### src/rtl/nanov_shift_pkg.sv
// nanov_shift_pkg: shared encodings for the digit-serial shift/rotate unit.
//   OP_* : {instr[30], funct3} encodings seen on the op port.
//   sh_mode_t : internal operation mode latched on start.
//   sh_decode : (op, rotate) -> sh_mode_t. Only op[3], op[2] and rotate matter.
package nanov_shift_pkg;

  localparam logic [3:0] OP_SLL = 4'b0001;
  localparam logic [3:0] OP_SRL = 4'b0101;
  localparam logic [3:0] OP_SRA = 4'b1101;

  typedef enum logic [2:0] {
    SH_SLL = 3'd0,
    SH_SRL = 3'd1,
    SH_SRA = 3'd2,
    SH_ROL = 3'd3,
    SH_ROR = 3'd4
  } sh_mode_t;

  // op[2] is direction (1 = right). With rotate set, instr[30] is ignored.
  function automatic sh_mode_t sh_decode(input logic [3:0] op, input logic rotate);
    sh_mode_t m;
    if (rotate)     m = op[2] ? SH_ROR : SH_ROL;
    else if (!op[2]) m = SH_SLL;
    else            m = op[3] ? SH_SRA : SH_SRL;
    return m;
  endfunction

endpackage

### src/rtl/nanov_shift_bitsel.sv
// nanov_shift_bitsel: one result bit of a shift/rotate.
//   mode : operation mode
//   amt  : shift amount (log2 XLEN bits)
//   idx  : result bit index
//   a    : operand
//   r    : result bit idx
// Index arithmetic wraps naturally in log2(XLEN) bits, which gives the
// mod-XLEN behaviour rotates need; the extra carry bit of idx+amt tells
// right shifts when they have run off the top and must use the fill.
module nanov_shift_bitsel
  import nanov_shift_pkg::*;
#(
  parameter int XLEN = 32,
  parameter int BW   = $clog2(XLEN)
) (
  input  sh_mode_t          mode,
  input  logic [BW-1:0]     amt,
  input  logic [BW-1:0]     idx,
  input  logic [XLEN-1:0]   a,
  output logic              r
);

  logic [BW-1:0] lidx;
  logic [BW:0]   rsum;

  always_comb begin
    lidx = idx - amt;
    rsum = {1'b0, idx} + {1'b0, amt};
    r    = 1'b0;
    unique case (mode)
      SH_SLL:  r = (idx >= amt) ? a[lidx] : 1'b0;
      SH_ROL:  r = a[lidx];
      SH_SRL:  r = rsum[BW] ? 1'b0 : a[rsum[BW-1:0]];
      SH_SRA:  r = rsum[BW] ? a[XLEN-1] : a[rsum[BW-1:0]];
      SH_ROR:  r = a[rsum[BW-1:0]];
      default: r = 1'b0;
    endcase
  end

endmodule

### src/rtl/nanov_shift_serial.sv
// nanov_shift_serial: digit-serial shift/rotate, result emitted LSB digit first.
//   clk, rstn : clock, async active-low reset
//   start     : request op; taken when idle, or on the last unheld digit
//   op, rotate: {instr[30], funct3} and rotate select
//   a, b      : operand and amount, latched on accepted start
//   hold      : freeze the current digit while busy
//   d_out     : result[k*DIGIT +: DIGIT]; d_valid/busy while running
//   last      : current digit is the final one
// Outputs depend only on registered state.
module nanov_shift_serial
  import nanov_shift_pkg::*;
#(
  parameter int XLEN  = 32,
  parameter int DIGIT = 1
) (
  input  logic                      clk,
  input  logic                      rstn,
  input  logic                      start,
  input  logic [3:0]                op,
  input  logic                      rotate,
  input  logic [XLEN-1:0]           a,
  input  logic [$clog2(XLEN)-1:0]   b,
  input  logic                      hold,
  output logic [DIGIT-1:0]          d_out,
  output logic                      d_valid,
  output logic                      last,
  output logic                      busy
);

  localparam int N  = XLEN / DIGIT;
  localparam int KW = (N > 1) ? $clog2(N) : 1;
  localparam int BW = $clog2(XLEN);
  localparam int DL = $clog2(DIGIT);

  logic [KW-1:0]             k;
  logic [XLEN-1:0]           areg;
  logic [BW-1:0]             breg;
  sh_mode_t                  mreg;
  logic                      accept;
  logic [BW-1:0]             base;
  logic [DIGIT-1:0][BW-1:0]  idx;
  logic [DIGIT-1:0]          dig;

  assign last    = busy & (k == KW'(N - 1));
  assign accept  = start & (~busy | (last & ~hold));
  assign d_valid = busy;
  assign d_out   = busy ? dig : '0;

  always_ff @(posedge clk or negedge rstn) begin
    if (!rstn) begin
      busy <= 1'b0;
      k    <= '0;
      areg <= '0;
      breg <= '0;
      mreg <= SH_SLL;
    end else if (accept) begin
      busy <= 1'b1;
      k    <= '0;
      areg <= a;
      breg <= b;
      mreg <= sh_decode(op, rotate);
    end else if (busy && !hold) begin
      if (last) begin
        busy <= 1'b0;
        k    <= '0;
      end else begin
        k    <= k + 1'b1;
      end
    end
  end

  // First bit index of the current digit: k * DIGIT, DIGIT a power of two.
  generate
    if (N == 1) begin : g_base_one
      assign base = '0;
    end else if (DIGIT == 1) begin : g_base_bit
      assign base = k;
    end else begin : g_base_dig
      assign base = {k, {DL{1'b0}}};
    end
  endgenerate

  for (genvar j = 0; j < DIGIT; j++) begin : g_idx
    assign idx[j] = base | BW'(j);
  end

  nanov_shift_bitsel #(.XLEN(XLEN), .BW(BW)) u_bit [DIGIT-1:0] (
    .mode (mreg),
    .amt  (breg),
    .idx  (idx),
    .a    (areg),
    .r    (dig)
  );

endmodule

### config.mk
export PLATFORM = sky130hd
export DESIGN_NAME = nanov_shift_serial
export DESIGN_NICKNAME = d
export VERILOG_FILES = /design/src/rtl/nanov_shift_pkg.sv /design/src/rtl/nanov_shift_bitsel.sv /design/src/rtl/nanov_shift_serial.sv
export SDC_FILE = /design/constraint.sdc
export NUM_CORES = 1
export LEC_CHECK = 0
export ABC_AREA = 1
export ABC_CLOCK_PERIOD_IN_PS = 2700
export CAP_MARGIN = 10
export CORE_MARGIN = 1.5
export CORE_UTILIZATION = 53
export DETAILED_ROUTE_END_ITERATION = 16
export GPL_ROUTABILITY_DRIVEN = 1
export PLACE_DENSITY = 0.84
export SLEW_MARGIN = 10
export SYNTH_ARGS = -nofsm -noshare
export SYNTH_HDL_FRONTEND = slang
export SYNTH_SLANG_ARGS = --single-unit
### constraint.sdc
create_clock -name clk -period 2.7 [get_ports clk]
set_clock_uncertainty 0.15 [all_clocks]
set_input_delay 0.405 -clock clk [delete_from_list [all_inputs] [get_ports clk]]
set_output_delay 0.405 -clock clk [all_outputs]
set_load 0.005 [all_outputs]
# Word-level counts from Yosys, hierarchy flattened
# Index checks and enable logic that the tools add are counted.
dict set report word_totals {
  register_bits 46
  output_inout_bits 4
  elab_cells 47
}
dict set report classes {
  eq_ne 5
  magnitude_cmp 3
  bitwise 6
  n_addsub 3
  muxes 19
  n_reduce_logical 6
}
# op count
set op_table {}
lappend op_table {{5-bit 2-to-1 mux} 3}
lappend op_table {{5-bit by 6-bit less-than comparator with 1-bit output, second input constant} 2}
lappend op_table {{1-bit binary-select mux with 5-bit select} 2}
lappend op_table {{1-bit 2-to-1 mux} 9}
lappend op_table {{5-bit by 5-bit adder with 6-bit output} 1}
lappend op_table {{3-bit by 2-bit == test with 1-bit output, second input constant} 2}
lappend op_table {{3-bit 2-to-1 mux} 2}
lappend op_table {{5-bit by 1-bit adder with 5-bit output, second input constant} 1}
lappend op_table {{5-bit == test, second input constant} 1}
lappend op_table {{5-bit >= comparator} 1}
lappend op_table {{1-bit case mux with 5 select lines} 1}
lappend op_table {{5-bit subtractor} 1}
lappend op_table {{2-bit 2-to-1 mux} 2}
lappend op_table {{2-bit nonzero test} 2}
lappend op_table {{1-bit bitwise AND} 3}
lappend op_table {{3-bit by 1-bit == test with 1-bit output, second input constant} 1}
lappend op_table {{3-bit == test, second input constant} 1}
lappend op_table {{3-bit logical NOT} 1}
lappend op_table {{1-bit inverter} 2}
lappend op_table {{2-bit AND reduction} 1}
lappend op_table {{1-bit logical AND} 1}
lappend op_table {{1-bit logical NOT} 1}
lappend op_table {{1-bit OR} 1}

# Logic depth before layout (Yosys ltp)
dict set report depth {
  word_depth 7
  depth_mapped 17
  ltp_nobuf 15
}

# By module
# A second synthesis with hierarchy kept.
dict set report hier_totals {
  cells_unflattened 433
  area_unflattened_um2 2970.3
}
# mod area_per_inst_um2 n_inst cells_per_inst
set by_module_without_submodules {}
lappend by_module_without_submodules {nanov_shift_serial 1920.6 1 228}
lappend by_module_without_submodules {nanov_shift_bitsel 1049.8 1 205}

# Least setup slack after synthesis
# OpenSTA, ideal clock, no wires.
dict set report synth_path {
  path_type {reg2out}
  from {reg k[0] (netlist: base[0])}
  to {out d_out}
  path_slack_ns 0.193
  path_stages_with_launch 15
  arrival_ns 1.952
  path_cell_list {dfrtp_1 inv_1 ha_1 fa_1 buf_2 inv_1 nand3_1 nand3_1 nand3_1 nand3b_1 nand2_1 nand2_1 nand3_1 nand2_1 inv_1}
}
dict set report synth_between {
  elab_chain_len 6
  elab_cells_between_ends 12
  cone_classes {add/sub (2); order compare (1); mux (9)}
}
# item line
set synth_rtl {}
lappend synth_rtl {{start: declaration} nanov_shift_serial.sv:35} ;# logic [KW-1:0] k;
lappend synth_rtl {{start signal: assignment} nanov_shift_serial.sv:67} ;# k <= k + 1'b1;
lappend synth_rtl {{5-bit by 5-bit adder with 6-bit output / 5-bit subtractor (equally long branches)} {nanov_shift_bitsel.sv:28, nanov_shift_bitsel.sv:27}}
lappend synth_rtl {{1-bit binary-select mux with 5-bit select (on tied branches)} --}
lappend synth_rtl {{1-bit 2-to-1 mux (on tied branches)} --}
lappend synth_rtl {{1-bit 2-to-1 mux (on tied branches)} {nanov_shift_bitsel.sv:34, nanov_shift_bitsel.sv:31, nanov_shift_bitsel.sv:33}}
lappend synth_rtl {{1-bit case mux with 5 select lines (*)} nanov_shift_bitsel.sv:30} ;# unique case (mode)
lappend synth_rtl {{1-bit 2-to-1 mux (*)} nanov_shift_serial.sv:47} ;# assign d_out = busy ? dig : '0;
lappend synth_rtl {{end: declaration} nanov_shift_serial.sv:24} ;# output logic [DIGIT-1:0] d_out,
# Every way passes the cells marked *; elsewhere a longest branch is shown, timed or not. The select of a mux whose other input is x is not followed.

# Worst setup path in the final report
dict set report layout_path {
  from {reg breg[0]}
  to {out d_out}
}
dict set report layout_between {
  elab_chain_len 6
  elab_cells_between_ends 12
  cone_classes {add/sub (2); order compare (1); mux (9)}
}
# item line
set layout_rtl {}
lappend layout_rtl {{start: declaration} nanov_shift_serial.sv:37} ;# logic [BW-1:0] breg;
lappend layout_rtl {{start signal: assignment} nanov_shift_serial.sv:54} ;# breg <= '0;
lappend layout_rtl {{start signal: assignment} nanov_shift_serial.sv:60} ;# breg <= b;
lappend layout_rtl {{5-bit by 5-bit adder with 6-bit output / 5-bit subtractor (equally long branches)} {nanov_shift_bitsel.sv:28, nanov_shift_bitsel.sv:27}}
lappend layout_rtl {{1-bit binary-select mux with 5-bit select (on tied branches)} --}
lappend layout_rtl {{1-bit 2-to-1 mux (on tied branches)} --}
lappend layout_rtl {{1-bit 2-to-1 mux (on tied branches)} {nanov_shift_bitsel.sv:34, nanov_shift_bitsel.sv:31, nanov_shift_bitsel.sv:33}}
lappend layout_rtl {{1-bit case mux with 5 select lines (*)} nanov_shift_bitsel.sv:30}
lappend layout_rtl {{1-bit 2-to-1 mux (*)} nanov_shift_serial.sv:47}
# Marked as above.

==> flow_metrics.py <==
metrics = {
    "outcome": {
        "status": "finished, violations left",
        "violations": "setup timing",
    },
    "route": {
        "avgRoutedWirePerCell_um": 13.10,
        "met2WireLength_mm": 3.478,
        "drt_wl_total_mm": 7.048,
        "route.met3.wl_um": 316,
        "dr.max_layer_used": "met4",
        "wirelength_met1_mm": 3.195,
        "drtPass1Iterations": 5,
        "ant_nets": 0,
        "drtIter0Drc": 209,
        "vias_per_cell": 5.193,
        "drcViolationCount": 0,
        "routed-via-count": 2794,
    },
    "clock_network": {
        "h-tree-depth": 2,
        "cts_max_path_buffers": 2,
        "numCtsBuffers": 5,
        "cts.sinks": 46,
        "clock_latency_ps": 300,
        "cts_tree": "built",
        "cts-root-buf": "clkbuf_8",
        "clk_pin_slew_worst_paths_ps": 90,
    },
    "logic_synthesis": {
        "yosysWarningCount": 0,
        "ys.flop_type": "dfrtp_1",
        "syn_nets": 465,
        "avgSynthCellArea_um2": 7.167,
        "async_flop_share_pct": 100.0,
        "yosysMostFrequentCell": "nand2_1",
        "synth.distinct_cells": 32,
        "synthTopCellsByCount": "nand2_1, nand3_1, dfrtp_1",
        "synth_edf_count": 0,
        "synth-seq-cells": 46,
        "yosysTopAreaCell": "dfrtp_1",
        "synthCells": 405,
        "synth_area_leaders": "dfrtp_1, nand2_1, nand3_1, ha_1, inv_1",
        "netlist_area_um2": 2903,
        "yosysSeqAreaShare_pct": 39.66,
        "synth_top_area_share_pct": 39.66,
    },
    "global_route": {
        "grt_pass1_vias": 2725,
        "antenna_found_initial": 0,
        "grt_max_degree": 47,
        "globalRouteOverflowTotal": 0,
        "grt_pass1_wl_mm": 12.16,
        "grt_usage_pct": 25.15,
    },
    "power_and_ir_drop": {
        "clkPwrFrac_pct": 10.2,
        "share_seq_of_total_power_pct": 25.3,
        "p_total_uw": 4095,
        "p_leak_uw": 0.001965,
        "power_frac_comb_pct": 64.5,
        "irDropWorstVdd_uv": 686.0,
        "pwr_density_cell_nw_per_um2": 1099,
        "power_switching_uw": 1892,
        "intPower_uw": 2203,
        "p_sw_share_pct": 46.20,
    },
    "floorplan": {
        "rows": 26,
        "core_um2": 5205,
        "die_w_um": 77.01,
        "io_pins": 50,
        "start_util_pct": 55.77,
        "dieArea_um2": 5930,
        "die_h_um": 77.01,
    },
    "timing": {
        "hold_violations": 0,
        "final.min_clock_period_ps": 3162,
        "slew_viol_final": 0,
        "setup-tns-final_ps": -462.5,
        "setup_viol": 1,
        "max_slew_margin_pct": 32.93,
        "whs_ps": 126.8,
        "timing.final.crit_share_pct": 117.1,
        "rsz0062_at_grt": "yes",
        "final.setup.worst_slack_ps": -462.5,
        "fmax_mhz": 316.2,
        "worstMarginPinSlew_ps": 1006,
    },
    "placed_design": {
        "portBuffers": 47,
        "dp_hpwl_mm": 5.025,
        "globalplace.congestion": 0.9624,
        "place_ws_ps": -427.8,
        "dp.cells": 528,
    },
    "flow_run": {
        "cap_violations": 0,
    },
    "setup_path": {
        "r2r_end": "breg[0]",
        "ff2ff_setup_slack_ps": 220,
        "cp_max_fo": 8,
        "timing.critical_path.from_type": "flip-flop",
        "critical_path_class": "flip-flop to primary output",
        "endpoint_kind": "primary output",
        "rr_startpoint": "base[0]",
        "arrival_ps": 2610,
        "crit_required_ps": 2140,
        "r2r_cells": 12,
    },
    "worst_hold_path": {
        "hold_path.class": "primary input to asynchronous set/reset pin",
    },
    "finish": {
        "fin_cells": 538,
        "num_antenna_cells": 0,
        "fill_cells": 418,
        "fin_nets": 527,
        "regArea_um2": 1151,
        "multi_input_area_um2": 1609,
        "area_delta_synth_final_pct": 28.36,
        "layout-drive-gt1-share_pct": 14.10,
    },
}
## per-stage QoR
stage                     instance area [µm²]  utilization, %
after floorplan                          2903               -
after global placement                   3520           67.62
after detailed placement                 3520           67.62
after CTS                                3681           70.72
after global routing                     3726           71.59
final                                    3726           71.59
## power by group through the flow
stage | sequential (µW) | combinational, µW | clock (µW)
2_1_floorplan | 1030 | 1730 | 0
3_3_place_gp | 1040 | 2380 | 0
3_5_place_dp | 1040 | 2430 | 0
4_1_cts | 1030 | 2560 | 420
5_1_grt | 1070 | 2930 | 452
6_report | 1040 | 2640 | 418
## worst max-delay path by stage
stage	startpoint	endpoint	slack [ps]	cells past startpoint
2_1_floorplan	base[0]	d_out	190	14
3_3_place_gp	breg[0]	d_out	-350	16
3_5_place_dp	breg[0]	d_out	-430	16
4_1_cts	breg[0]	d_out	-440	16
5_1_grt	breg[0]	d_out	-600	16
6_report	breg[0]	d_out	-460	16
## cell families after synthesis
family / share of synthesized area, %
AND/OR/NAND/NOR: 38.92
buffers and inverters: 8.103
flip-flops: 39.66
AO/OA/AOI/OAI: 4.742
adder cells (fa/ha/maj): 6.552
XOR/XNOR: 2.026
## worst max-delay path: stages (launching register included)
cell        delay [ps]
dfrtp_1            430
ha_4               170
inv_2               40
fa_2               560
clkinvlp_4         240
nand3_2            150
nand3_2             70
nand2_1             80
nand2_1             50
nand2_1             60
nand2_1             50
nand2_1             60
nand2_1             70
nand3_2             70
nand2_1             50
inv_1               50
buf_2              100
## layer usage
layer | vias up | track usage [%]
met3 | 6 | 4.405
met4 | 0 | 4.545
met1 | 1291 | 33.33
met5 | - | 0
met2 | 77 | 43.54
li1 | 1420 | -
## registers in the layout, summed over array words and instances, names as in the netlist
| register | count |
|---|---|
| breg | 5 |
| busy | 1 |
| mreg | 3 |
| areg | 32 |
| base | 5 |
## area by class of cell
cell class | count | area share (%)
clock inverter | 2 | 0.3694
clock buffer | 6 | 1.948
timing repair buffer | 71 | 17.90
sequential | 46 | 30.89
inverter | 31 | 3.358
multi-input combinational | 312 | 43.18
tap | 70 | 2.351
## what timing repair did
item / CTS / global route
hold buffers: 0 / 0
pin swaps: 8 / 15
gates cloned: 0 / 0
hold endpoints to repair: 0 / 0
buffers inserted: 2 / 0
gates resized for setup: 21 / 11
endpoints found under the setup margin: 1 / 2
## cells in the final DEF, fill, tap and decap left out, types with 2 or more instances in the layout
cell	synthesis	layout
nand2_1	181	181
nand3_1	70	59
dfrtp_1	46	46
clkdlybuf4s50_1	0	44
inv_1	27	23
buf_4	1	20
nand3_2	1	12
o21ai_0	12	12
ha_1	12	8
inv_2	3	6
nor2_1	6	5
a21oi_1	5	5
clkbuf_8	0	5
nand4_1	3	3
nor3_1	3	3
buf_6	4	3
nand3b_1	2	2
xor2_2	2	2
xnor2_1	2	2
nand2_2	2	2
o22ai_1	2	2
fa_2	0	2
ha_4	0	2
ha_2	0	2
buf_2	7	2
No activity file was read; power rests on OpenSTA's default activity.
